**src/rtl/ex_204_demux_router_pkg.sv**
```systemverilog
// Shared constants and destination decode for the 6-channel demux router.
package ex_204_pkg;
  localparam int NCH = 6;

  localparam logic [2:0] CH_A = 3'd0;
  localparam logic [2:0] CH_B = 3'd1;
  localparam logic [2:0] CH_C = 3'd2;
  localparam logic [2:0] CH_D = 3'd3;
  localparam logic [2:0] CH_E = 3'd4;
  localparam logic [2:0] CH_F = 3'd5;

  // Same priority tree as the 6-source mux, used here to pick a destination.
  function automatic logic [2:0] dest_of(input logic s1, s2, s3, s4, s5);
    if (s1)           return CH_A;
    else if (s2 & s3) return CH_B;
    else if (s2)      return CH_C;
    else if (s4)      return CH_D;
    else if (s5)      return CH_E;
    else              return CH_F;
  endfunction
endpackage

```
**src/rtl/ex_204_demux_router_if.sv**
```systemverilog
// Producer/consumer bus of the demux router: one input stream, six output channels.
interface ex_204_if #(parameter int DW = 4);
  import ex_204_pkg::*;

  logic [DW-1:0]     in_data;
  logic              in_valid;
  logic              in_ready;
  logic              sel1, sel2, sel3, sel4, sel5;
  logic [NCH*DW-1:0] out_data;
  logic [NCH-1:0]    out_valid;
  logic [NCH-1:0]    out_ready;

  modport slave (
    input  in_data, in_valid, sel1, sel2, sel3, sel4, sel5, out_ready,
    output in_ready, out_data, out_valid
  );

  modport master (
    output in_data, in_valid, sel1, sel2, sel3, sel4, sel5, out_ready,
    input  in_ready, out_data, out_valid
  );
endinterface

```
**src/rtl/ex_204_demux_router_chan_buf.sv**
```systemverilog
// One-entry valid/ready channel buffer; delivery counter present under EX_204_COUNT_EN.
module ex_204_chan_buf #(
  parameter int DW = 4,
  parameter int CW = 8
) (
  input  logic          clk,
  input  logic          rst_n,
  input  logic          load,
  input  logic [DW-1:0] load_data,
  input  logic          rdy,
  input  logic          flush,
  output logic          valid,
  output logic [DW-1:0] data,
  output logic [CW-1:0] cnt
);
  logic drain;
  // A consumer handshake during flush is not a delivery.
  assign drain = valid & rdy & ~flush;

  always_ff @(posedge clk or negedge rst_n) begin
    if (!rst_n) begin
      valid <= 1'b0;
      data  <= '0;
    end else if (flush) begin
      valid <= 1'b0;
    end else if (load) begin
      valid <= 1'b1;
      data  <= load_data;
    end else if (drain) begin
      valid <= 1'b0;
    end
  end

`ifdef EX_204_COUNT_EN
  always_ff @(posedge clk or negedge rst_n) begin
    if (!rst_n)                 cnt <= '0;
    else if (drain && cnt != '1) cnt <= cnt + 1'b1;
  end
`else
  assign cnt = '0;
`endif
endmodule

```
**src/rtl/ex_204_demux_router.sv**
```systemverilog
// Steers one input stream into six buffered channels by sel priority.
// Optional per-channel delivery counters: define EX_204_COUNT_EN.
module ex_204_demux_router
  import ex_204_pkg::*;
#(
  parameter int DW = 4,
  parameter int CW = 8
) (
  input  logic          clk,
  input  logic          rst_n,
  ex_204_if.slave       bus,
  input  logic          flush,
  input  logic [2:0]    cnt_sel,
  output logic [CW-1:0] cnt_out
);
  logic [2:0]                dest;
  logic [NCH-1:0]            load;
  logic [NCH-1:0][DW-1:0]    data;
  logic [NCH-1:0][CW-1:0]    cnt;

  assign dest = dest_of(bus.sel1, bus.sel2, bus.sel3, bus.sel4, bus.sel5);

  // Only the addressed channel gates acceptance, so a stalled channel blocks nobody else.
  assign bus.in_ready = rst_n & ~flush & (~bus.out_valid[dest] | bus.out_ready[dest]);
  assign bus.out_data = data;

  for (genvar g = 0; g < NCH; g++) begin : g_ch
    assign load[g] = bus.in_valid & bus.in_ready & (dest == 3'(g));

    ex_204_chan_buf #(.DW(DW), .CW(CW)) u_buf (
      .clk       (clk),
      .rst_n     (rst_n),
      .load      (load[g]),
      .load_data (bus.in_data),
      .rdy       (bus.out_ready[g]),
      .flush     (flush),
      .valid     (bus.out_valid[g]),
      .data      (data[g]),
      .cnt       (cnt[g])
    );
  end

`ifdef EX_204_COUNT_EN
  always_ff @(posedge clk or negedge rst_n) begin
    if (!rst_n)                    cnt_out <= '0;
    else if (cnt_sel < 3'(NCH))    cnt_out <= cnt[cnt_sel];
    else                           cnt_out <= '0;
  end
`else
  logic unused_cnt;
  assign unused_cnt = ^{cnt_sel, cnt};
  assign cnt_out    = '0;
`endif
endmodule
```
**src/flat_wrapper.sv**
```systemverilog
// flat-port wrapper written by rule: the top's interface ports become plain ports
module ex_204_demux_router_flat import ex_204_pkg::*;
#(
  parameter int DW = 4,
  parameter int CW = 8
)
  (clk, rst_n, flush, cnt_sel, cnt_out, bus_in_data, bus_in_valid, bus_sel1, bus_sel2, bus_sel3, bus_sel4, bus_sel5, bus_out_ready, bus_in_ready, bus_out_data, bus_out_valid);
  ex_204_if #(.DW(DW)) bus_i ();
  input  logic clk;
  input  logic rst_n;
  input  logic flush;
  input  logic [2:0] cnt_sel;
  output logic [CW-1:0] cnt_out;
  input wire logic [$bits(bus_i.in_data)-1:0] bus_in_data;
  input wire logic [$bits(bus_i.in_valid)-1:0] bus_in_valid;
  input wire logic [$bits(bus_i.sel1)-1:0] bus_sel1;
  input wire logic [$bits(bus_i.sel2)-1:0] bus_sel2;
  input wire logic [$bits(bus_i.sel3)-1:0] bus_sel3;
  input wire logic [$bits(bus_i.sel4)-1:0] bus_sel4;
  input wire logic [$bits(bus_i.sel5)-1:0] bus_sel5;
  input wire logic [$bits(bus_i.out_ready)-1:0] bus_out_ready;
  output wire logic [$bits(bus_i.in_ready)-1:0] bus_in_ready;
  output wire logic [$bits(bus_i.out_data)-1:0] bus_out_data;
  output wire logic [$bits(bus_i.out_valid)-1:0] bus_out_valid;
  assign bus_i.in_data = bus_in_data;
  assign bus_i.in_valid = bus_in_valid;
  assign bus_i.sel1 = bus_sel1;
  assign bus_i.sel2 = bus_sel2;
  assign bus_i.sel3 = bus_sel3;
  assign bus_i.sel4 = bus_sel4;
  assign bus_i.sel5 = bus_sel5;
  assign bus_i.out_ready = bus_out_ready;
  assign bus_in_ready = bus_i.in_ready;
  assign bus_out_data = bus_i.out_data;
  assign bus_out_valid = bus_i.out_valid;
  ex_204_demux_router #(.DW(DW), .CW(CW)) u_core (.clk(clk), .rst_n(rst_n), .bus(bus_i), .flush(flush), .cnt_sel(cnt_sel), .cnt_out(cnt_out));
endmodule
```
**config.mk**
```make
export PLATFORM = sky130hd
export DESIGN_NAME = ex_204_demux_router_flat
export DESIGN_NICKNAME = d
export VERILOG_FILES = /design/src/rtl/ex_204_demux_router_pkg.sv /design/src/rtl/ex_204_demux_router_if.sv /design/src/rtl/ex_204_demux_router_chan_buf.sv /design/src/rtl/ex_204_demux_router.sv /design/src/flat_wrapper.sv
export SDC_FILE = /design/constraint.sdc
export NUM_CORES = 1
export LEC_CHECK = 0
export ABC_AREA = 1
export CAP_MARGIN = 20
export CORE_AREA = 4 4 89 49
export DETAILED_ROUTE_END_ITERATION = 7
export DIE_AREA = 0 0 93 53
export PLACE_DENSITY = 0.83
export RECOVER_POWER = 25
export SLEW_MARGIN = 30
export SYNTH_ARGS = -nofsm -noshare
export SYNTH_HDL_FRONTEND = slang
export SYNTH_SLANG_ARGS = --single-unit
```
**constraint.sdc**
```tcl
create_clock -name clk -period 3.3 [get_ports clk]
set_clock_uncertainty 0.2 [all_clocks]
set_input_delay 0.66 -clock clk [delete_from_list [all_inputs] [get_ports clk]]
set_output_delay 0.66 -clock clk [all_outputs]
set_load 0.05 [all_outputs]
```
# Word-level counts from Yosys, hierarchy flattened
# Index checks and enable logic that the tools add are counted.
[word_totals]
ff_bits = 30
out_inout_bits = 39
word_cells = 83
[classes]
order_cmp = 1
n_eq_ne = 5
mux = 27
bitwise_logic = 25
reduce_logical = 13
[op_table]
columns = ["operator", "count"]
rows = [
  ["$and A1 B1 Y1", 22],
  ["$mux W1", 21],
  ["$reduce_bool A3 Y1", 6],
  ["$mux W3", 4],
  ["$reduce_and A2 Y1", 6],
  ["$bmux W1 S3", 2],
  ["$eq A3 B2 Y1 const B", 2],
  ["$eq A3 B3 Y1 const B", 2],
  ["$lt A3 B4 Y1 const B", 1],
  ["$eq A3 B1 Y1 const B", 1],
  ["$logic_not A3 Y1", 1],
  ["$not A1 Y1", 2],
  ["$or A1 B1 Y1", 1],
]

# Longest topological paths before layout
# Gate-level depths: netlist of run 1.
[logic_depth]
word_depth = 14
depth_mapped = 14

# By module
# From an unflattened synthesis of run 1, not the netlist that was laid out.
[unflattened]
cells_unflattened = 257
area_unflattened_um2 = 1936.9
[modules_own_cells]
columns = ["mod", "n_inst", "cells_per_inst", "area_per_inst_um2"]
rows = [
  ["ex_204_chan_buf", 6, 31, 261.5],
  ["ex_204_demux_router", 1, 71, 367.9],
]

# Worst setup path after synthesis of run 1
# Ideal clock, no wire load.
[synth_timing]
path_type = "input to output"
start = "input port bus_sel1"
end = "output port bus_in_ready"
arrival_ns = 1.809
path_slack_ns = 0.631
path_stages = 10
path_cell_list = "buf_2 > a21oi_4 > nand2_4 > nor2_8 > nand2_1 > nand2_1 > nor2_1 > nor2_1 > nor2_4 > buf_6"
[synth_via]
elab_chain_cells = 6
[synth_rtl]
columns = ["element", "line_no", "rtl"]
rows = [
  ["start, declared", "flat_wrapper.sv:16", "input wire logic [$bits(bus_i.sel1)-1:0] bus_sel1;"],
  ["$mux W3 (*)", "ex_204_demux_router_pkg.sv:14", "if (s1) return CH_A;"],
  ["$bmux W1 S3", "ex_204_demux_router.sv:24", "assign bus.in_ready = rst_n & ~flush & (~bus.out_valid[dest] | bus.out_ready[dest]);"],
  ["$mux W1 (not written as such)", "ex_204_demux_router.sv:24", ""],
  ["$not A1 Y1", "ex_204_demux_router.sv:24", ""],
  ["$or A1 B1 Y1 (*)", "ex_204_demux_router.sv:24", ""],
  ["$and A1 B1 Y1 (*)", "ex_204_demux_router.sv:24", ""],
  ["end, declared", "flat_wrapper.sv:22", "output wire logic [$bits(bus_i.in_ready)-1:0] bus_in_ready;"],
]
# Mark *: on every way between the ends. The rest lies on a longest branch, timed or not. The select of a mux whose other input is x is not followed.

# Final worst setup path of run 1
[layout_timing]
start = "input port bus_sel3"
end = "output port bus_in_ready"
[layout_via]
elab_chain_cells = 8
[layout_rtl]
columns = ["element", "line_no", "rtl"]
rows = [
  ["start, declared", "flat_wrapper.sv:18", "input wire logic [$bits(bus_i.sel3)-1:0] bus_sel3;"],
  ["$and A1 B1 Y1 (*)", "ex_204_demux_router_pkg.sv:15", "else if (s2 & s3) return CH_B;"],
  ["$mux W3 (*)", "ex_204_demux_router_pkg.sv:15", ""],
  ["$mux W3 (*)", "ex_204_demux_router_pkg.sv:14", ""],
  ["$bmux W1 S3", "ex_204_demux_router.sv:24", ""],
  ["$mux W1 (not written as such)", "ex_204_demux_router.sv:24", ""],
  ["$not A1 Y1", "ex_204_demux_router.sv:24", ""],
  ["$or A1 B1 Y1 (*)", "ex_204_demux_router.sv:24", ""],
  ["$and A1 B1 Y1 (*)", "ex_204_demux_router.sv:24", ""],
]
# Marks and branches as above.

==> out/metrics.json, run 1 <==
{
  "share_of_the_synthesized_area_in_the_top_cell_type_pct": 45.8,
  "static-leakage-power_nw": 1.17,
  "path_common_cell": "nor2_2",
  "drt_iter0_drc": 106,
  "cp_slowest_stage_delay_ps": 480,
  "worstReg2RegStart": "u_core.g_ch[0].u_buf.valid",
  "crit_path_buffers_inverters": 4,
  "mostFrequentLayoutCell": "nand2_1",
  "rows": 16,
  "slowest_stage": "clkdlybuf4s50_1",
  "status": "complete, but fails checks",
  "clkLatencyLatePin_ps": 280,
  "ys_top_cells_by_area": "dfrtp_1, nand2_1, nand4_1, buf_4, nor2_1",
  "grt_antenna_before_repair": 0,
  "rr_endpoint": "u_core.g_ch[3].u_buf.data[1]",
  "yosys.area.top_type": "dfrtp_1",
  "layout_common_cells": "nand2_1, clkdlybuf4s50_1, nand4_1",
  "die_w_um": 93,
  "hold_path.startpoint": "u_core.g_ch[5].u_buf.data[3]",
  "critical_path_startpoint_category": "primary input",
  "failed_checks": "max-capacitance violations, max-slew violations",
  "first_global_vias": 1531,
  "worst_hold_path.endpoint": "u_core.g_ch[5].u_buf.data[3]",
  "timing.final.setup_violations": 0,
  "drt-pass1-iter-count": 4,
  "clock_root_buffer_master": "clkbuf_8",
  "yosys_register_bits": 30,
  "worst_hold_slack_ps": 281,
  "antenna_violating_nets_post_route": 0,
  "r2r_slack_ps": 1430,
  "detailedPlace.worstSlack_ps": 27.4,
  "dpl.cell_count": 296,
  "max-vdd-ir-drop_v": 0.000315,
  "layout_setup_ws_ps": 21.5,
  "achievable-frequency_ghz": 0.305,
  "yosys_warns": 0,
  "post-route-drc-count": 0,
  "slew_headroom_pct": -5.32,
  "tritoncts.num_buffers": 5,
  "ys_seq_area_share_pct": 45.8,
  "detail_route.wl_per_cell_um": 14.7,
  "ctsLongestPathBuffers": 2,
  "all_layer_global_routing_usage_pct": 19.7,
  "grt_overflow_total": 0,
  "p_total_mw": 1.28,
  "area_of_the_die_sq_um": 4930,
  "worst_setup_path_startpoint": "bus_sel3",
  "timing.critical_path.arrival_ps": 2420,
  "routed_wirelength_mm": 4.59,
  "timing.critical_path.required_ps": 2440,
  "final_layout_size_suffix_gt1_share_pct": 13.2,
  "io_pins": 61,
  "crit_family": "buffers and inverters",
  "worst_hold_path_type": "reg -> reg",
  "max_cap_violations": 1,
  "num_vias": 1597,
  "numPortBuffers": 49,
  "design.final.nets": 278,
  "yosysUniqueCellTypes": 26,
  "path_class": "in -> out",
  "clock_tree.htree_level_count": 2,
  "final_period_minus_worst_setup_slack_ps": 3280,
  "floorplan.initialDensity_pct": 44.5,
  "chipHeight_um": 53,
  "holdPathStages": 2,
  "place_hpwl_mm": 3.39,
  "crit_fanout": 6,
  "worst_setup_hold_path_clk_slew_ps": 60,
  "syn_avg_cell_area_sq_um": 8.24,
  "timing_worst_slew_pin_value_ps": 1580,
  "synth_cells": 199,
  "min_period_over_period_pct": 99.3,
  "gpl.final_weighted_congestion": 0.911,
  "fin_util_pct": 62.9,
  "antenna-diode-count": 0,
  "syn-cell-area_sq_um": 1640,
  "pwr_dens_nw_per_um2": 555,
  "crit_chain": "clkdlybuf4s50_1 -> inv_1 -> a21oi_4 -> nand2_4 -> dlymetal6s2s_1 -> nand3_1 -> nand2_1 -> nor2_2 -> nor2_2 -> nor2_4 -> buf_12",
  "final_slew_viol_count": 31,
  "areaGrowthSynthToFinish_pct": 41.3,
  "end_kind": "output pin",
  "vias_per_cell": 5.14,
  "grt_first_pass_wirelength_mm": 7.36,
  "hold_viol": 0,
  "tritoncts": "built",
  "maximum_number_of_pins_on_one_net_before_global_route_repair": 31,
  "design.core.area_sq_um": 3680,
  "clock-sinks": 30,
  "post_layout_nonfiller_instances": 311,
  "worstRegToRegCells": 9
}
registers in the layout (all words and copies together) (netlist names):
register	count
u_core.g_ch.u_buf.data	24
u_core.g_ch.u_buf.valid	6
where the power goes:
group          internal (mW)  total (mW)  switching (mW)
logic                  0.155       0.482           0.326
registers              0.421       0.455          0.0335
clock network          0.210       0.348           0.138
synth_stat cells:
cell type  number
inv_1           8
o31ai_1         1
nand3b_1        3
nor2_4          1
nand2_2         1
nand3_1         8
inv_2           2
o21bai_1        1
nand4_1        35
buf_6           2
nand2_1        67
o21ai_0         1
buf_1           1
clkbuf_1        2
dfrtp_1        30
buf_4          14
buf_2           1
a21oi_4         1
nor3_1          1
nor2_8          1
nor3_2          1
a21oi_1         1
nand2_4         2
nor2_1         11
nor2_2          2
conb_1          1
area by class of cell:
cell class | instances | area (sq um)
Inverter | 10 | 37.5
Fill cell | 328 | 1370
Sequential cell | 30 | 751
Tap cell | 54 | 67.6
Clock buffer | 8 | 110
Multi-Input combinational cell | 146 | 738
Timing Repair Buffer | 63 | 612
how the worst max path moves through the flow:
stage | cells past startpoint | endpoint
global route | 11 | bus_in_ready
detailed placement | 11 | bus_in_ready
floorplan | 10 | bus_in_ready
finish | 11 | bus_in_ready
global placement | 11 | bus_in_ready
CTS | 11 | bus_in_ready
stage by stage:
stage | area [sq um] | TNS, ps
detailed placement | 2140 | 0
floorplan | 1670 | 0
global route | 2320 | -42.0
global placement | 2140 | 0
finish | 2320 | 0
CTS | 2250 | 0
cell families (layout without fill, tap and decap cells):
kind of cell / Yosys count / in the layout / share of synthesized area (%)
and+or+nand+nor: 133 / 133 / 40.4
other: 1 / 8 / 0.229
buffers and inverters: 30 / 81 / 11.1
AOI/OAI and AO/OA: 5 / 5 / 2.52
DFF: 30 / 30 / 45.8
timing repair:
| item | in CTS | in global routing |
|---|---|---|
| setup endpoints to repair | 0 | 1 |
| buffers inserted | 0 | 7 |
| hold buffers | 0 | 0 |
| gates resized for setup | 0 | 4 |
worst register-to-register path, delay by kind of cell, from the launching register on:
family / cells / cell delay [ps]
and+or+nand+nor: 7 / 860
buffers and inverters: 2 / 350
DFF: 1 / 410
layer usage:
layer  up-vias  wire length [um]  GRT usage [%]
met5         -                 0              0
met4         0                39           6.33
met3         4               484           7.95
met2        79              1890           27.7
met1       743              2170           27.5
li1        771                 -              -
Note: power is estimated with default switching activity, not from simulation.
==> run 2: changes to the inputs <==
==> constraint.sdc (replaced) <==
create_clock -name clk -period 3.3 [get_ports clk]
set_clock_uncertainty 0.2 [all_clocks]
set_input_delay 0.66 -clock clk [delete_from_list [all_inputs] [get_ports clk]]
set_output_delay 0.66 -clock clk [all_outputs]
set_load 0.01 [all_outputs]
==> out/metrics.json, run 2 (same netlist as run 1, synthesis figures left out) <==
{
  "crit_path_buffers_inverters": 3,
  "floorplan.initialDensity_pct": 44.5,
  "crit_fanout": 8,
  "clkLatencyLatePin_ps": 270,
  "final_layout_size_suffix_gt1_share_pct": 13.8,
  "grt_first_pass_wirelength_mm": 6.98,
  "design.core.area_sq_um": 3680,
  "unrepaired_setup_endpoints_after_global_routing": "false",
  "path_class": "in -> out",
  "pwr_dens_nw_per_um2": 456,
  "drt-pass1-iter-count": 4,
  "end_kind": "output pin",
  "mostFrequentLayoutCell": "nand2_1",
  "antenna-diode-count": 0,
  "routed_wirelength_mm": 4.41,
  "num-fill-cells": 315,
  "cp.depth": 11,
  "final_period_minus_worst_setup_slack_ps": 3100,
  "min_period_over_period_pct": 93.9,
  "layout_common_cells": "nand2_1, clkdlybuf4s50_1, nand4_1",
  "grt_overflow_total": 0,
  "path_common_cell": "nor2_1",
  "grt_antenna_before_repair": 0,
  "areaGrowthSynthToFinish_pct": 40.2,
  "maximum_number_of_pins_on_one_net_before_global_route_repair": 31,
  "timing.final.setup_violations": 0,
  "clock-sinks": 30,
  "clock_root_buffer_master": "clkbuf_8",
  "static-leakage-power_nw": 1.17,
  "post-route-drc-count": 0,
  "status": "complete, but fails checks",
  "tritoncts.num_buffers": 5,
  "cp_slowest_stage_delay_ps": 430,
  "rr_endpoint": "u_core.g_ch[1].u_buf.data[0]",
  "timing.setup.tns_ps": 0,
  "timing.critical_path.required_ps": 2440,
  "worst_setup_hold_path_clk_slew_ps": 60,
  "achievable-frequency_ghz": 0.323,
  "detail_route.wl_per_cell_um": 14.1,
  "die_w_um": 93,
  "area_of_the_die_sq_um": 4930,
  "max_flop_register": "u_core.g_ch.u_buf.data",
  "num_vias": 1597,
  "worst_hold_path.endpoint": "u_core.g_ch[5].u_buf.data[2]",
  "io_pins": 61,
  "worst_hold_path_type": "reg -> reg",
  "timing.critical_path.arrival_ps": 2240,
  "numPortBuffers": 49,
  "vias_per_cell": 5.09,
  "worstRegToRegCells": 7,
  "all_layer_global_routing_usage_pct": 18.7,
  "r2r_slack_ps": 1540,
  "slew_headroom_pct": -3.04,
  "critical_path_startpoint_category": "primary input",
  "cts_hold_buf": 0,
  "max-vdd-ir-drop_v": 0.000223,
  "crit_chain": "clkdlybuf4s50_1 -> nor2_2 -> nand2_2 -> nand2_4 -> nand3_1 -> inv_1 -> nor2_1 -> nand2_1 -> nor2_1 -> nor2_4 -> clkbuf_2",
  "clock_tree.htree_level_count": 2,
  "dpl.cell_count": 304,
  "hold_path.startpoint": "u_core.g_ch[5].u_buf.data[2]",
  "max_ffs_per_register": 24,
  "failed_checks": "max-capacitance violations, max-slew violations",
  "slowest_stage": "clkdlybuf4s50_1",
  "crit_family": "simple AND/OR/NAND/NOR gates",
  "rows": 16,
  "chipHeight_um": 53,
  "timing_worst_slew_pin_value_ps": 1550,
  "holdPathStages": 2,
  "worstReg2RegStart": "u_core.g_ch[1].u_buf.valid",
  "layout.area.seq_sq_um": 751,
  "hold_viol": 0,
  "design.final.nets": 281,
  "final_slew_viol_count": 31,
  "ctsLongestPathBuffers": 2,
  "place_hpwl_mm": 3.29,
  "multiInputGateArea_sq_um": 737,
  "drt_iter0_drc": 100,
  "max_cap_violations": 1,
  "biggestRegsByFlops": "u_core.g_ch.u_buf.data x24, u_core.g_ch.u_buf.valid x6",
  "tritoncts": "built",
  "antenna_violating_nets_post_route": 0,
  "gpl.final_weighted_congestion": 0.858,
  "first_global_vias": 1466,
  "post_layout_nonfiller_instances": 314
}
[run 2: cell types whose count changed in the layout (fill, tap and decap cells not counted), moves of 2 or more]
cell,delta
buf_4,+4
nor2_1,+2
nor2_2,-2
clkbuf_8,-2
[run 2: worst max path at each step]
stage,from,to,slack (ps)
floorplan,bus_sel1,bus_in_ready,660
global placement,bus_sel2,bus_in_ready,-260
detailed placement,bus_sel2,bus_in_ready,-290
CTS,bus_sel1,bus_in_ready,4
global route,bus_sel4,bus_in_ready,50
finish,bus_sel4,bus_in_ready,200
[run 2: timing repair]
action	4_1_cts	5_1_grt
buffers inserted	0	2
endpoints found under the setup margin	1	1
cloned	0	0
resized for setup	3	4
pin swaps	1	2
[run 2: layout make-up]
class	count	share of cell area, %
sequential	30	32.7
multi-input combinational	146	32.1
timing repair buffer	66	26.7
clock buffer	7	3.76
tap	54	2.94
inverter	10	1.63
clock inverter	1	0.218
[run 2: where the power goes]
group | internal, mW | total [mW] | switching (mW)
Clock | 0.168 | 0.301 | 0.133
Sequential | 0.421 | 0.455 | 0.0338
Combinational | 0.155 | 0.293 | 0.138
Total | 0.744 | 1.05 | 0.304
[run 2: worst min-delay path: stages, from the launching register on]
cell and delay, ps:
dfrtp_1 340, nand2_1 50, nand2_1 60
[run 2: through the flow]
stage | hold WS (ps) | utilization [%] | setup WS (ps) | instance area, sq um | power [mW]
6_report | 282 | 62.4 | 203 | 2300 | 1.05
5_1_grt | 304 | 62.4 | 47.5 | 2300 | 1.11
3_5_place_dp | 270 | 59.5 | -286 | 2190 | 0.750
3_3_place_gp | 268 | 59.5 | -261 | 2190 | 0.746
4_1_cts | 287 | 62.1 | 3.61 | 2290 | 1.05
2_1_floorplan | 164 | - | 661 | 1670 | 0.583
[run 2: layer usage]
layer	global-route usage [%]	wire (um)
met5	0	0
met4	3.89	17
met3	6.25	419
met2	26.1	1800
met1	27.7	2180
==> run 3: changes to the inputs <==
--- a/config.mk
+++ b/config.mk
@@ -7,10 +7,10 @@
 export LEC_CHECK = 0
 export ABC_AREA = 1
 export CAP_MARGIN = 20
-export CORE_AREA = 4 4 89 49
+export CORE_AREA = 4 4 92 51
 export DETAILED_ROUTE_END_ITERATION = 7
-export DIE_AREA = 0 0 93 53
-export PLACE_DENSITY = 0.83
+export DIE_AREA = 0 0 96 55
+export PLACE_DENSITY = 0.77
 export RECOVER_POWER = 25
 export SLEW_MARGIN = 30
 export SYNTH_ARGS = -nofsm -noshare
==> constraint.sdc (replaced) <==
create_clock -name clk -period 3.47 [get_ports clk]
set_clock_uncertainty 0.2 [all_clocks]
set_input_delay 0.694 -clock clk [delete_from_list [all_inputs] [get_ports clk]]
set_output_delay 0.694 -clock clk [all_outputs]
set_load 0.01 [all_outputs]
==> out/metrics.json, run 3 (same netlist as run 1, synthesis figures left out) <==
{
  "floorplan.initialDensity_pct": 42.9,
  "static-leakage-power_nw": 1.17,
  "drt_iter0_drc": 114,
  "max_ffs_per_register": 24,
  "clkLatencyLatePin_ps": 280,
  "maximum_number_of_pins_on_one_net_before_global_route_repair": 31,
  "gpl.final_weighted_congestion": 0.902,
  "first_global_vias": 1471,
  "failed_checks": "max-capacitance violations, max-slew violations",
  "die_w_um": 96,
  "design.core.area_sq_um": 3820,
  "hold_viol": 0,
  "max_flop_register": "u_core.g_ch.u_buf.data",
  "worst_hold_slack_ps": 283,
  "clock_root_buffer_master": "clkbuf_8",
  "num-fill-cells": 326,
  "layout_setup_ws_ps": 312,
  "status": "complete, but fails checks",
  "detailedPlace.worstSlack_ps": -103,
  "layout_common_cells": "nand2_1, clkdlybuf4s50_1, nand4_1",
  "final_cell_area_sq_um": 2330,
  "area_of_the_die_sq_um": 5280,
  "power.switching_mw": 0.299,
  "critical_path_startpoint_category": "primary input",
  "final_layout_size_suffix_gt1_share_pct": 13.3,
  "areaGrowthSynthToFinish_pct": 42.1,
  "clock_tree.htree_level_count": 2,
  "timing.critical_path.arrival_ps": 2260,
  "post_place_cell_area_sq_um": 2180,
  "max-vdd-ir-drop_v": 0.000223,
  "slew_headroom_pct": -7.28,
  "place_hpwl_mm": 3.23,
  "final_slew_viol_count": 31,
  "drt-pass1-iter-count": 4,
  "vias_per_cell": 5.05,
  "dpl.cell_count": 302,
  "tritoncts": "built",
  "end_kind": "output pin",
  "clock_power_share_pct": 38.5,
  "design.final.nets": 277,
  "worst_setup_hold_path_clk_slew_ps": 60,
  "ctsLongestPathBuffers": 2,
  "grt_first_pass_wirelength_mm": 7.00,
  "cts_post_setup_buffers_inserted": 0,
  "biggestRegsByFlops": "u_core.g_ch.u_buf.data x24, u_core.g_ch.u_buf.valid x6",
  "routed_wirelength_mm": 4.38,
  "grt_overflow_total": 0,
  "post_layout_nonfiller_instances": 310,
  "power.switching_fraction_pct": 26.0,
  "path_class": "in -> out",
  "unrepaired_setup_endpoints_after_global_routing": "false",
  "fin_util_pct": 60.9,
  "grt_antenna_before_repair": 0,
  "timing.critical_path.required_ps": 2580,
  "pwr_dens_nw_per_um2": 494,
  "p_comb_share_pct": 24.3,
  "post-route-drc-count": 0,
  "timing.final.setup_violations": 0,
  "antenna_violating_nets_post_route": 0,
  "crit_fanout": 8,
  "antenna-diode-count": 0,
  "achievable-frequency_ghz": 0.317,
  "tritoncts.num_buffers": 5,
  "numPortBuffers": 49,
  "p_int_mw": 0.851,
  "timing.setup.tns_ps": 0,
  "min_period_over_period_pct": 91.0,
  "io_pins": 61,
  "mostFrequentLayoutCell": "nand2_1",
  "power.share.sequential_pct": 37.3,
  "detail_route.wl_per_cell_um": 14.1,
  "timing_worst_slew_pin_value_ps": 1610,
  "all_layer_global_routing_usage_pct": 17.9,
  "chipHeight_um": 55,
  "clock-sinks": 30,
  "rows": 16,
  "worst_hold_path_type": "reg -> reg",
  "p_total_mw": 1.15,
  "max_cap_violations": 1,
  "num_vias": 1566,
  "final_period_minus_worst_setup_slack_ps": 3160
}
## run 3: changes by cell type in the layout (fill, tap and decap cells not counted)
cell / delta
dlygate4sd2_1: +2
clkinv_2: -1
clkbuf_2: -1
nor2_4: +1
nor2_1: -2
buf_4: -4
bufinv_16: +2
dlymetal6s2s_1: -1
nor2_2: +1
clkbuf_1: -1
## run 3: repair_timing
action	4_1_cts	5_1_grt
pin swaps	2	1
hold buffers	0	0
endpoints found under the setup margin	1	1
gates resized for setup	5	3
## run 3: worst max-delay path, cell delays in order
cell and delay, ps:
clkdlybuf4s50_1 480, inv_1 70, a21oi_4 220, nand2_4 130
nand3_1 110, nand2_1 60, nor2_1 80, nand2_1 60
nor2_2 130, nor2_4 50, dlymetal6s2s_1 170
## run 3: final cells by class
type / count / area [sq um] / share of cell area, %
Sequential cell: 30 / 751 / 32.2
Multi-Input combinational cell: 146 / 747 / 32.1
Timing Repair Buffer: 62 / 584 / 25.1
Clock buffer: 6 / 82.6 / 3.54
Tap cell: 54 / 67.6 / 2.90
Clock inverter: 2 / 60.1 / 2.58
Inverter: 10 / 37.5 / 1.61
## run 3: routing by layer
metal  wire length (um)  track usage, %  vias to the layer above
li1                   -               -                      767
met1               1890            23.2                      734
met2               2080            29.1                       60
met3                366            5.81                        5
met4                 44            5.19                        0
met5                  0               0                        -
## run 3: worst paths after layout
check	startpoint	endpoint	slack [ps]	cells after the start
worst min register to register	u_core.g_ch[2].u_buf.data[0]	u_core.g_ch[2].u_buf.data[0]	280	2
max in group asynchronous	rst_n	u_core.g_ch[4].u_buf.data[1]	920	2
worst max-delay path	bus_sel3	bus_in_ready	310	11
worst max register to register	u_core.g_ch[2].u_buf.valid	u_core.g_ch[2].u_buf.data[2]	1760	7
min in group asynchronous	rst_n	u_core.g_ch[1].u_buf.data[3]	1220	2
worst min-delay path	u_core.g_ch[2].u_buf.data[0]	u_core.g_ch[2].u_buf.data[0]	280	2
## run 3: power by group through the flow
stage / Combinational, mW / Sequential, mW / Clock, mW
global route: 0.307 / 0.433 / 0.469
finish: 0.279 / 0.429 / 0.443
CTS: 0.282 / 0.428 / 0.453
detailed placement: 0.279 / 0.434 / 0
global placement: 0.274 / 0.433 / 0
floorplan: 0.0974 / 0.457 / 0
